<file path="src/rtl/sub_pkg.sv">
// Shared definitions for the digit-serial subtractor.
//   state_e   : controller states (idle / running).
//   cnt_width : width of a counter that indexes ndig digits, at least one bit.
package sub_pkg;

    typedef enum logic [0:0] {
        StIdle = 1'b0,
        StRun  = 1'b1
    } state_e;

    function automatic int unsigned cnt_width(input int unsigned ndig);
        return (ndig <= 1) ? 1 : $clog2(ndig);
    endfunction

endpackage

</file>
<file path="src/rtl/digit_serial_subtractor_if.sv">
// Handshake and data bundle for digit_serial_subtractor.
//   start, a, b, bin      : request and operands (master -> slave)
//   busy, done, d, bout,
//   ovf                   : status and result (slave -> master)
interface digit_serial_subtractor_if #(
    parameter int unsigned WIDTH = 8
) ();

    logic             start;
    logic [WIDTH-1:0] a;
    logic [WIDTH-1:0] b;
    logic             bin;
    logic             busy;
    logic             done;
    logic [WIDTH-1:0] d;
    logic             bout;
    logic             ovf;

    modport master (
        output start, a, b, bin,
        input  busy, done, d, bout, ovf
    );

    modport slave (
        input  start, a, b, bin,
        output busy, done, d, bout, ovf
    );

endinterface

</file>
<file path="src/rtl/digit_subtractor.sv">
// Combinational DIGIT-bit ripple of full-subtractor cells: diff = x - y - bi.
//   x, y  : digit operands
//   bi    : borrow in
//   diff  : digit difference modulo 2^DIGIT
//   bo    : borrow out of the top bit
//   b_msb : borrow into the top bit (feeds the signed-overflow flag)
module digit_subtractor #(
    parameter int unsigned DIGIT = 1
) (
    input  logic [DIGIT-1:0] x,
    input  logic [DIGIT-1:0] y,
    input  logic             bi,
    output logic [DIGIT-1:0] diff,
    output logic             bo,
    output logic             b_msb
);

    logic [DIGIT:0] chain;

    assign chain[0] = bi;

    for (genvar i = 0; i < DIGIT; i++) begin : g_cell
        assign diff[i]    = x[i] ^ y[i] ^ chain[i];
        assign chain[i+1] = (~x[i] & y[i]) | (~x[i] & chain[i]) | (y[i] & chain[i]);
    end

    assign bo    = chain[DIGIT];
    assign b_msb = chain[DIGIT-1];

endmodule

</file>
<file path="src/rtl/digit_serial_subtractor.sv">
// Multi-cycle subtractor: d = a - b - bin, DIGIT bits per clock, LSB digit first.
// The borrow is carried between cycles in a register instead of rippling across WIDTH.
//   clk, rst_n : clock, asynchronous active-low reset
//   bus        : slave side of digit_serial_subtractor_if
//                (start/a/b/bin in; busy/done/d/bout/ovf out)
// WIDTH must be a multiple of DIGIT; an operation takes WIDTH/DIGIT busy cycles.
module digit_serial_subtractor
    import sub_pkg::*;
#(
    parameter int unsigned WIDTH = 8,
    parameter int unsigned DIGIT = 1
) (
    input  logic                        clk,
    input  logic                        rst_n,
    digit_serial_subtractor_if.slave    bus
);

    localparam int unsigned NDIG = WIDTH / DIGIT;
    localparam int unsigned CntW = cnt_width(NDIG);
    localparam logic [CntW-1:0] LastCnt = CntW'(NDIG - 1);

    state_e           state_q, state_d;
    logic [WIDTH-1:0] a_q, a_d;
    logic [WIDTH-1:0] b_q, b_d;
    logic [WIDTH-1:0] r_q, r_d;
    logic             brw_q, brw_d;
    logic [CntW-1:0]  cnt_q, cnt_d;
    logic             busy_q, busy_d;
    logic             done_q, done_d;
    logic [WIDTH-1:0] d_q, d_d;
    logic             bout_q, bout_d;
    logic             ovf_q, ovf_d;

    logic [DIGIT-1:0] dig_diff;
    logic             dig_bo;
    logic             dig_b_msb;
    logic [WIDTH-1:0] diff_ext;
    logic [WIDTH-1:0] r_next;

    digit_subtractor #(
        .DIGIT (DIGIT)
    ) u_digit (
        .x     (a_q[DIGIT-1:0]),
        .y     (b_q[DIGIT-1:0]),
        .bi    (brw_q),
        .diff  (dig_diff),
        .bo    (dig_bo),
        .b_msb (dig_b_msb)
    );

    // New digit enters at the top so that after NDIG shifts the LSB digit sits at bit 0.
    assign diff_ext = WIDTH'(dig_diff);
    assign r_next   = (r_q >> DIGIT) | (diff_ext << (WIDTH - DIGIT));

    always_comb begin
        state_d = state_q;
        a_d     = a_q;
        b_d     = b_q;
        r_d     = r_q;
        brw_d   = brw_q;
        cnt_d   = cnt_q;
        busy_d  = busy_q;
        done_d  = 1'b0;
        d_d     = d_q;
        bout_d  = bout_q;
        ovf_d   = ovf_q;

        unique case (state_q)
            StIdle: begin
                if (bus.start) begin
                    a_d     = bus.a;
                    b_d     = bus.b;
                    r_d     = '0;
                    brw_d   = bus.bin;
                    cnt_d   = '0;
                    busy_d  = 1'b1;
                    state_d = StRun;
                end
            end
            StRun: begin
                a_d   = a_q >> DIGIT;
                b_d   = b_q >> DIGIT;
                r_d   = r_next;
                brw_d = dig_bo;
                cnt_d = cnt_q + 1'b1;
                if (cnt_q == LastCnt) begin
                    // On the last digit b_msb is the borrow into bit WIDTH-1.
                    d_d     = r_next;
                    bout_d  = dig_bo;
                    ovf_d   = dig_b_msb ^ dig_bo;
                    done_d  = 1'b1;
                    busy_d  = 1'b0;
                    state_d = StIdle;
                end
            end
            default: state_d = StIdle;
        endcase
    end

    always_ff @(posedge clk or negedge rst_n) begin
        if (!rst_n) begin
            state_q <= StIdle;
            a_q     <= '0;
            b_q     <= '0;
            r_q     <= '0;
            brw_q   <= 1'b0;
            cnt_q   <= '0;
            busy_q  <= 1'b0;
            done_q  <= 1'b0;
            d_q     <= '0;
            bout_q  <= 1'b0;
            ovf_q   <= 1'b0;
        end else begin
            state_q <= state_d;
            a_q     <= a_d;
            b_q     <= b_d;
            r_q     <= r_d;
            brw_q   <= brw_d;
            cnt_q   <= cnt_d;
            busy_q  <= busy_d;
            done_q  <= done_d;
            d_q     <= d_d;
            bout_q  <= bout_d;
            ovf_q   <= ovf_d;
        end
    end

    assign bus.busy = busy_q;
    assign bus.done = done_q;
    assign bus.d    = d_q;
    assign bus.bout = bout_q;
    assign bus.ovf  = ovf_q;

endmodule

</file>
<file path="src/flat_wrapper.sv">
// flat-port wrapper written by rule: the top's interface ports become plain ports
module digit_serial_subtractor_flat import sub_pkg::*;
#(
    parameter int unsigned WIDTH = 8,
    parameter int unsigned DIGIT = 1
)
  (clk, rst_n, bus_start, bus_a, bus_b, bus_bin, bus_busy, bus_done, bus_d, bus_bout, bus_ovf);
  digit_serial_subtractor_if #(.WIDTH(WIDTH)) bus_i ();
  input  logic clk;
  input  logic rst_n;
  input wire logic [$bits(bus_i.start)-1:0] bus_start;
  input wire logic [$bits(bus_i.a)-1:0] bus_a;
  input wire logic [$bits(bus_i.b)-1:0] bus_b;
  input wire logic [$bits(bus_i.bin)-1:0] bus_bin;
  output wire logic [$bits(bus_i.busy)-1:0] bus_busy;
  output wire logic [$bits(bus_i.done)-1:0] bus_done;
  output wire logic [$bits(bus_i.d)-1:0] bus_d;
  output wire logic [$bits(bus_i.bout)-1:0] bus_bout;
  output wire logic [$bits(bus_i.ovf)-1:0] bus_ovf;
  assign bus_i.start = bus_start;
  assign bus_i.a = bus_a;
  assign bus_i.b = bus_b;
  assign bus_i.bin = bus_bin;
  assign bus_busy = bus_i.busy;
  assign bus_done = bus_i.done;
  assign bus_d = bus_i.d;
  assign bus_bout = bus_i.bout;
  assign bus_ovf = bus_i.ovf;
  digit_serial_subtractor #(.WIDTH(WIDTH), .DIGIT(DIGIT)) u_core (.clk(clk), .rst_n(rst_n), .bus(bus_i));
endmodule
</file>
<file path="config.mk">
export PLATFORM = sky130hd
export DESIGN_NAME = digit_serial_subtractor_flat
export DESIGN_NICKNAME = d
export VERILOG_FILES = /design/src/rtl/sub_pkg.sv /design/src/rtl/digit_serial_subtractor_if.sv /design/src/rtl/digit_subtractor.sv /design/src/rtl/digit_serial_subtractor.sv /design/src/flat_wrapper.sv
export SDC_FILE = /design/constraint.sdc
export NUM_CORES = 1
export LEC_CHECK = 0
export ABC_AREA = 0
export CAP_MARGIN = 25
export CORE_UTILIZATION = 35
export CTS_BUF_LIST = sky130_fd_sc_hd__clkbuf_4
export CTS_CLUSTER_DIAMETER = 150
export DETAILED_ROUTE_END_ITERATION = 12
export PLACE_DENSITY = 0.59
export SETUP_SLACK_MARGIN = 0.05
export SYNTH_ARGS = -nofsm -noshare
export SYNTH_HDL_FRONTEND = slang
export SYNTH_SLANG_ARGS = --single-unit
</file>
<file path="constraint.sdc">
create_clock -name clk -period 4.45 [get_ports clk]
set_clock_uncertainty 0.05 [all_clocks]
set_input_delay 0.89 -clock clk [delete_from_list [all_inputs] [get_ports clk]]
set_output_delay 0.89 -clock clk [all_outputs]
set_load 0.02 [all_outputs]
</file>
# [Word-level counts from Yosys, hierarchy flattened]
# Index checks and enable logic that the tools add are counted.
# W data, S select, Z words.
[totals] word_cells=46 regBits=41 in_bits=20
[op_classes] eq_ne=3 bitwise=11 reduce_logical=2 n_mux=18 n_addsub=1
[op_table] cell="$pmux W8 S2" n=3
[op_table] cell="$mux W8" n=3
[op_table] cell="$or A7 B8 Y8" n=1
[op_table] cell="$mux W1" n=7
[op_table] cell="$pmux W1 S2" n=3
[op_table] cell="$pmux W3 S2" n=1
[op_table] cell="$ne A2 B2 Y1 const B" n=2
[op_table] cell="$reduce_and A2 Y1" n=2
[op_table] cell="$add A3 B1 Y3 const B" n=1
[op_table] cell="$and A1 B1 Y1" n=3
[op_table] cell="$eq A3 B3 Y1 const B" n=1
[op_table] cell="$mux W3" n=1
[op_table] cell="$xor A1 B1 Y1" n=3
[op_table] cell="$not A1 Y1" n=2
[op_table] cell="$or A1 B1 Y1" n=2

# [Depth between registers and ports, before layout]
# Gate-level depths: netlist of run 1.
[depth] ltp_word=5 ltp_mapped=5 depth_no_buf=4

# [Cells and area by module]
# A second synthesis of run 1 with hierarchy kept.
[hier_totals] hier_cells=142 area_unflattened_um2=1747.9
[modules_own_cells] module="digit_serial_subtractor" area_per_inst_um2=1712.9 seq_area_each_um2=1001.0 n_inst=1 cells_each=138
[modules_own_cells] module="digit_subtractor" area_per_inst_um2=35.0 seq_area_each_um2=0.0 n_inst=1 cells_each=4

# [Worst setup path after synthesis of run 1]
# Ideal clock, no wire load.
[synth_timing] path_kind="input port to flip-flop" startpoint="in bus_start" endpoint="reg u_core.cnt_q[0]" required_time_ns=4.334 n_path_buf=1 setup_ns=0.066 setup_slack_ns=2.880 arrival_time_ns=1.454 stages=3 cell_sequence="buf_6 nor2_1 mux2_2"
[synth_via] elab_chain_cells=1
[synth_rtl] element="from (decl)" line="flat_wrapper.sv:11" rtl="input wire logic [$bits(bus_i.start)-1:0] bus_start;"
[synth_rtl] element="$ne A2 B2 Y1 (no line)"
[synth_rtl] element="to (signal assigned)" line="digit_serial_subtractor.sv:119" rtl="cnt_q <= cnt_d;"
[synth_rtl] element="to (decl)" line="digit_serial_subtractor.sv:27" rtl="logic [CntW-1:0] cnt_q, cnt_d;"
# Every way passes these cells.
# A chain may end at the register's enable or synchronous reset.

# [Final worst setup path of run 1]
[layout_timing] startpoint="reg u_core.busy_q (netlist: u_core.bus.busy)" endpoint="out bus_busy"
[layout_lines] element="from (decl)" line="digit_serial_subtractor.sv:28" rtl="logic busy_q, busy_d;"
[layout_lines] element="from (signal assigned)" line="digit_serial_subtractor.sv:120" rtl="busy_q <= busy_d;"
[layout_lines] element="to (decl)" line="flat_wrapper.sv:15" rtl="output wire logic [$bits(bus_i.busy)-1:0] bus_busy;"
# No word-level cell between the ends.

==> results of run 1 <==
-- Yosys cell counts, drive strengths merged --
cell type | count | share of area, %
nor2 | 4 | 0.88
nand2b | 3 | 1.1
inv | 5 | 1.1
nand2 | 19 | 4.2
mux2i | 18 | 11
buf | 8 | 3.8
ha | 3 | 2.2
a22o | 6 | 3.1
o22ai | 1 | 0.37
o21ai | 18 | 5.3
fa | 1 | 1.2
dfrtp | 40 | 58
mux2 | 11 | 7.2
clkbuf | 1 | 0.22
xor2 | 1 | 0.51
-- registers in the layout, summed over array words and instances (netlist names) --
| signal | count |
|---|---|
| u_core.bus.busy | 1 |
| u_core.bus.done | 1 |
| u_core.bus.bout | 1 |
| u_core.bus.d | 8 |
| u_core.b_q | 8 |
| u_core.bus.ovf | 1 |
| u_core.state_q | 1 |
| u_core.cnt_q | 3 |
| u_core.r_q | 7 |
| u_core.brw_q | 1 |
| u_core.a_q | 8 |
-- metrics by stage --
| step | util (%) | hold WS (ns) |
|---|---|---|
| floorplan | - | 0.399 |
| CTS | 44.6 | 0.449 |
| finish | 44.6 | 0.441 |
| detailed placement | 43.4 | 0.420 |
| global route | 44.6 | 0.484 |
| global placement | 43.4 | 0.413 |
-- placed cells by master (no fill, tap or decap) --
master / n
a22o_1: 6
clkdlybuf4s50_1: 30
buf_2: 1
mux2_2: 11
clkbuf_4: 5
o21ai_0: 17
nand2b_1: 3
clkinv_4: 1
xor2_1: 1
dfrtp_1: 40
o21ai_1: 1
o22ai_1: 1
fa_1: 1
nand2_1: 19
ha_1: 3
clkinv_2: 2
nor2_1: 4
mux2i_1: 18
buf_4: 2
inv_1: 5
-- worst register-to-register path, delay by kind of cell (launching register included) --
family,cells,cell delay [ns]
fa+ha+maj,2,0.44
simple gates,1,0.35
mux,1,0.39
flops,1,0.42
-- cell families after synthesis --
family	Yosys count	synth area share, %
xor+xnor	1	0.511
mux	29	17.8
fa+ha+maj	4	3.36
compound gates	25	8.69
simple gates	26	6.14
flops	40	58.4
buf+inv	14	5.11
-- worst paths after layout --
kind,to,cells after the start,startpoint,slack [ns]
min in group asynchronous,u_core.bus.d[4],1,rst_n,0.60
worst max-delay path,bus_busy,1,u_core.bus.busy,2.16
worst max register to register,u_core.bus.d[7],4,u_core.cnt_q[0],2.69
worst min register to register,u_core.b_q[1],2,u_core.b_q[2],0.44
worst min-delay path,u_core.b_q[1],2,u_core.b_q[2],0.44
max in group asynchronous,u_core.b_q[4],1,rst_n,3.21
-- layer usage --
metal  global-route usage, %  vias up
met2                    21.8       27
met1                    14.7      536
met5                       0        -
li1                        -      536
met4                    5.23        0
met3                    4.17        5
-- report_power, final --
part / internal, mW / switching [mW] / total, mW
Clock: 0.0608 / 0.124 / 0.185
Combinational: 0.281 / 0.264 / 0.545
Sequential: 0.520 / 0.0905 / 0.611
-- final cells by class --
type,count,area share [%]
Tap cell,67,3.98
Clock inverter,3,0.892
Sequential cell,40,47.6
Timing Repair Buffer,33,15.2
Multi-Input combinational cell,85,29.7
Clock buffer,5,1.78
Inverter,5,0.892
==> flow_summary.toml, run 1 <==
[timing]
tightest_slew_ns = 0.876
setup_tns_ns = 0
rsz0062_at_grt = "no"
max_freq_mhz = 438
slew_violations = 0
slew_headroom_pct = 41.6
timing.final.crit_share_pct = 51.3
period_minus_slack_ns = 2.29
finalSetupViolCount = 0
final-hold-violation-count = 0
finalWorstSetupSlack_ns = 2.16

[logic_synthesis]
ys_seq_area_share_pct = 58.4
ys_seq_elements = 40
synth_area_um2 = 1710
syn_inst = 139
ys_warn_count = 0
yosysUniqueCellTypes = 17
syn-num-nets = 163
syn_avg_cell_area_um2 = 12.3

[route]
drt-pass1-iter-count = 4
drc = 0
vias = 1104
met1_length_um = 1310
viasPerCell = 4.64
wl_met2_um = 1410
routed_wl_um = 2880
ant_nets = 0
drt_iter0_drc = 82
routedWlPerCell_um = 12.1
top_layer = "met4"
wl_met3_um = 120

[grt]
track_usage_pct = 12.7
grt_pass1_vias = 1082
antenna_found_initial = 0
overflow = 0
grt_pass1_wl_um = 4950
grt_max_degree = 49

[power_and_ir_drop]
p_leak_nw = 0.984
finalPower_mw = 1.34
vdd_drop_max_v = 0.000233
cellPowerDensity_nw_per_um2 = 637

[cts]
htreeDepth = 2
clk_pin_slew_ns = 0.13
post_cts_resize_count = 0
postCtsSetupRepairBufs = 0
clockBufferDepth = 2
worst_skew_pair.late_latency_ns = 0.35
cts_hold_buf = 0
clock-sinks = 40
cts_tree = "done"
clock-root-buffer = "clkbuf_4"
cts_buffers = 5

[floorplan]
ios = 32
fp-row-count = 25
die-area_um2 = 5180
core_area_um2 = 4720
initial_utilization_pct = 36.3
die_y_um = 72.0
die_x_um = 72.0

[worst_setup_path]
path_buf_inv = 1
cp_top_family = "buffers and inverters"
cp.required_ns = 3.51
start_kind = "register"
crit_fanout = 3
crit_slowest_cell = "clkdlybuf4s50_1"
cpPeakStageDelay_ns = 0.61
crit_arrival_ns = 1.35
worstPathCellList = "clkdlybuf4s50_1"
criticalPathCategory = "register to output pin"
cp-end-kind = "output pin"

[place]
gp_congestion = 0.693
dp.cells = 230
hpwl_um = 1940
io_buffer_count = 31
placement.cell_area_um2 = 2050
preCtsSetupSlack_ns = 2.10

[cells_and_area]
area_delta_synth_final_pct = 22.9
final_cells = 238
diodes = 0
layout-drive-gt1-share_pct = 12.9
design_area_um2 = 2100
nFillCells = 437
multi_input_area_um2 = 624
seq_area_um2 = 1000
nets = 194

[outcome]
outcome = "finished clean"

[worst_hold_path]
hold_path_class = "register to register"

[job]
drv_cap = 0
(Power assumes the default switching activity.)
==> inputs of run 2 (changes only) <==
--- a/config.mk
+++ b/config.mk
@@ -11,7 +11,7 @@
 export CTS_BUF_LIST = sky130_fd_sc_hd__clkbuf_4
 export CTS_CLUSTER_DIAMETER = 150
 export DETAILED_ROUTE_END_ITERATION = 12
-export PLACE_DENSITY = 0.59
+export PLACE_DENSITY = 0.61
 export SETUP_SLACK_MARGIN = 0.05
 export SYNTH_ARGS = -nofsm -noshare
 export SYNTH_HDL_FRONTEND = slang
==> constraint.sdc (replaced) <==
create_clock -name clk -period 1.85 [get_ports clk]
set_clock_uncertainty 0.05 [all_clocks]
set_input_delay 0.37 -clock clk [delete_from_list [all_inputs] [get_ports clk]]
set_output_delay 0.37 -clock clk [all_outputs]
set_load 0.02 [all_outputs]
==> run 2 against run 1 <==
  * Hold slack improved by 0.0015 ns
  * Clock power rose to 3.1 times the previous value
  * Highest routed layer unchanged
  * Critical path depth did not move
  * Die area did not move
  * Via count rose by 0.72%
==> flow_summary.toml, run 2 (synthesis gave the netlist of run 1 again) <==
[worst_setup_path]
r2r_start = "u_core.cnt_q[0]"
crit_arrival_ns = 1.31
cp.required_ns = 1.43
reg2regPathDepth = 5
cp_top_family = "buffers and inverters"
crit_fanout = 2
rr_endpoint = "u_core.bus.d[7]"
criticalPathCategory = "register to output pin"
worstPathCellList = "clkdlybuf4s50_1"
r2r_setup_slack_ns = 0.28
path_buf_inv = 1
crit_start = "u_core.bus.d[4]"
start_kind = "register"
cpPeakStageDelay_ns = 0.60
crit_slowest_cell = "clkdlybuf4s50_1"
cp-end-kind = "output pin"

[floorplan]
fp-row-count = 25
die-area_um2 = 5180
initial_utilization_pct = 36.3
die_x_um = 72.0
die_y_um = 72.0
ios = 32
core_area_um2 = 4720

[route]
drc = 0
drt_iter0_drc = 21
drt-pass1-iter-count = 6
ant_nets = 0
vias = 1112
viasPerCell = 4.54
routed_wl_um = 2970
routedWlPerCell_um = 12.1

[power_and_ir_drop]
cellPowerDensity_nw_per_um2 = 1530
finalPower_mw = 3.38
internal_power_mw = 2.23
swShare_pct = 33.9
p_leak_nw = 1.10
p_clk_share_pct = 17.0
seqPwrFrac_pct = 43.5
combPwrFrac_pct = 39.5
vdd_drop_max_v = 0.000565
switching_power_mw = 1.15

[timing]
timing.hold.ws_ns = 0.442
finalWorstSetupSlack_ns = 0.121
tightest_slew_ns = 0.380
slew_headroom_pct = 74.6
timing.final.crit_share_pct = 93.5
max_freq_mhz = 578
rsz0062_at_grt = "no"
slew_violations = 0
period_minus_slack_ns = 1.73
finalSetupViolCount = 0
setup_tns_ns = 0
final-hold-violation-count = 0

[cells_and_area]
final_cells = 245
diodes = 0
final_cell_mix = "40 x dfrtp_1, 24 x clkdlybuf4s50_1, 19 x nand2_1, 18 x mux2i_1, 17 x o21ai_0"
layout_commonest_cell = "dfrtp_1"
layout-drive-gt1-share_pct = 15.7
area_delta_synth_final_pct = 29.1
nets = 201

[place]
preCtsSetupSlack_ns = 0.147
hpwl_um = 2060
gp_congestion = 0.726
io_buffer_count = 31
dp.cells = 236

[cts]
cts_buffers = 5
clockBufferDepth = 2
clock-root-buffer = "clkbuf_4"
htreeDepth = 2
worst_skew_pair.late_latency_ns = 0.35
clock-sinks = 40
clk_pin_slew_ns = 0.12
postCtsSetupRepairBufs = 0
cts_tree = "done"

[grt]
grt_max_degree = 41
overflow = 0
track_usage_pct = 13.5
grt_pass1_vias = 1165
grt_pass1_wl_um = 5260
antenna_found_initial = 0

[worst_hold_path]
hold_path_class = "register to register"
min_from = "u_core.a_q[4]"
min_to = "u_core.a_q[3]"
whs_path_depth = 2

[outcome]
outcome = "finished clean"

[job]
drv_cap = 0
==> run 2: cell count changes in the layout (fill, tap and decap cells not counted) <==
| cell | delta |
|---|---|
| buf_12 | +1 |
| buf_4 | +5 |
| bufinv_16 | +1 |
| clkdlybuf4s50_1 | -6 |
| clkinv_2 | -1 |
| clkinv_4 | -1 |
| clkinvlp_4 | +1 |
| dlygate4sd3_1 | +1 |
| dlymetal6s2s_1 | +6 |
==> run 2: metrics by stage <==
step / utilization, % / cell area [um^2]
after detailed placement: 44.6 / 2110
after floorplan: - / 1710
after global placement: 44.6 / 2110
after global routing: 46.8 / 2210
final: 46.8 / 2210
after CTS: 46.5 / 2200
==> run 2: power groups by stage <==
stage,registers [mW],logic [mW],clock network (mW)
3_3_place_gp,1.48,1.32,0
3_5_place_dp,1.50,1.36,0
2_1_floorplan,1.59,0.774,0
6_report,1.47,1.33,0.574
5_1_grt,1.53,1.50,0.642
4_1_cts,1.48,1.37,0.600
==> run 2: worst max-delay path by stage <==
stage | to | slack, ns | cells after the start
after floorplan | u_core.bus.bout | 0.36 | 5
after global placement | u_core.a_q[5] | 0.19 | 4
after detailed placement | u_core.a_q[2] | 0.15 | 4
after CTS | bus_busy | 0.05 | 1
after global routing | bus_d[3] | 0.05 | 1
final | bus_d[4] | 0.12 | 1
==> run 2: cell type report <==
type	instances	area (um^2)
tap	67	83.8
sequential	40	1000
clock buffer	5	37.5
fill	442	2510
multi-input combinational	85	624
timing repair buffer	40	403
clock inverter	3	42.5
inverter	5	18.8
==> run 2: metal layers <==
metal,track usage [%],part of all wire [%],routed length (um)
met1,16.0,47,1410
met3,4.17,3.5,105
met2,21.9,46,1370
met4,7.84,2.8,82
met5,0,0,0
==> run 2: what timing repair did <==
item,CTS,global route
resized for setup,0,6
hold buffers,1,0
endpoints found under the hold margin,40,0
endpoints found under the setup margin,0,6
==> run 2: worst register-to-register path, cell delays in order (launching register included) <==
cell	delay, ns
dfrtp_1	0.41
ha_1	0.22
ha_1	0.19
nand2_1	0.07
buf_4	0.18
mux2_2	0.35
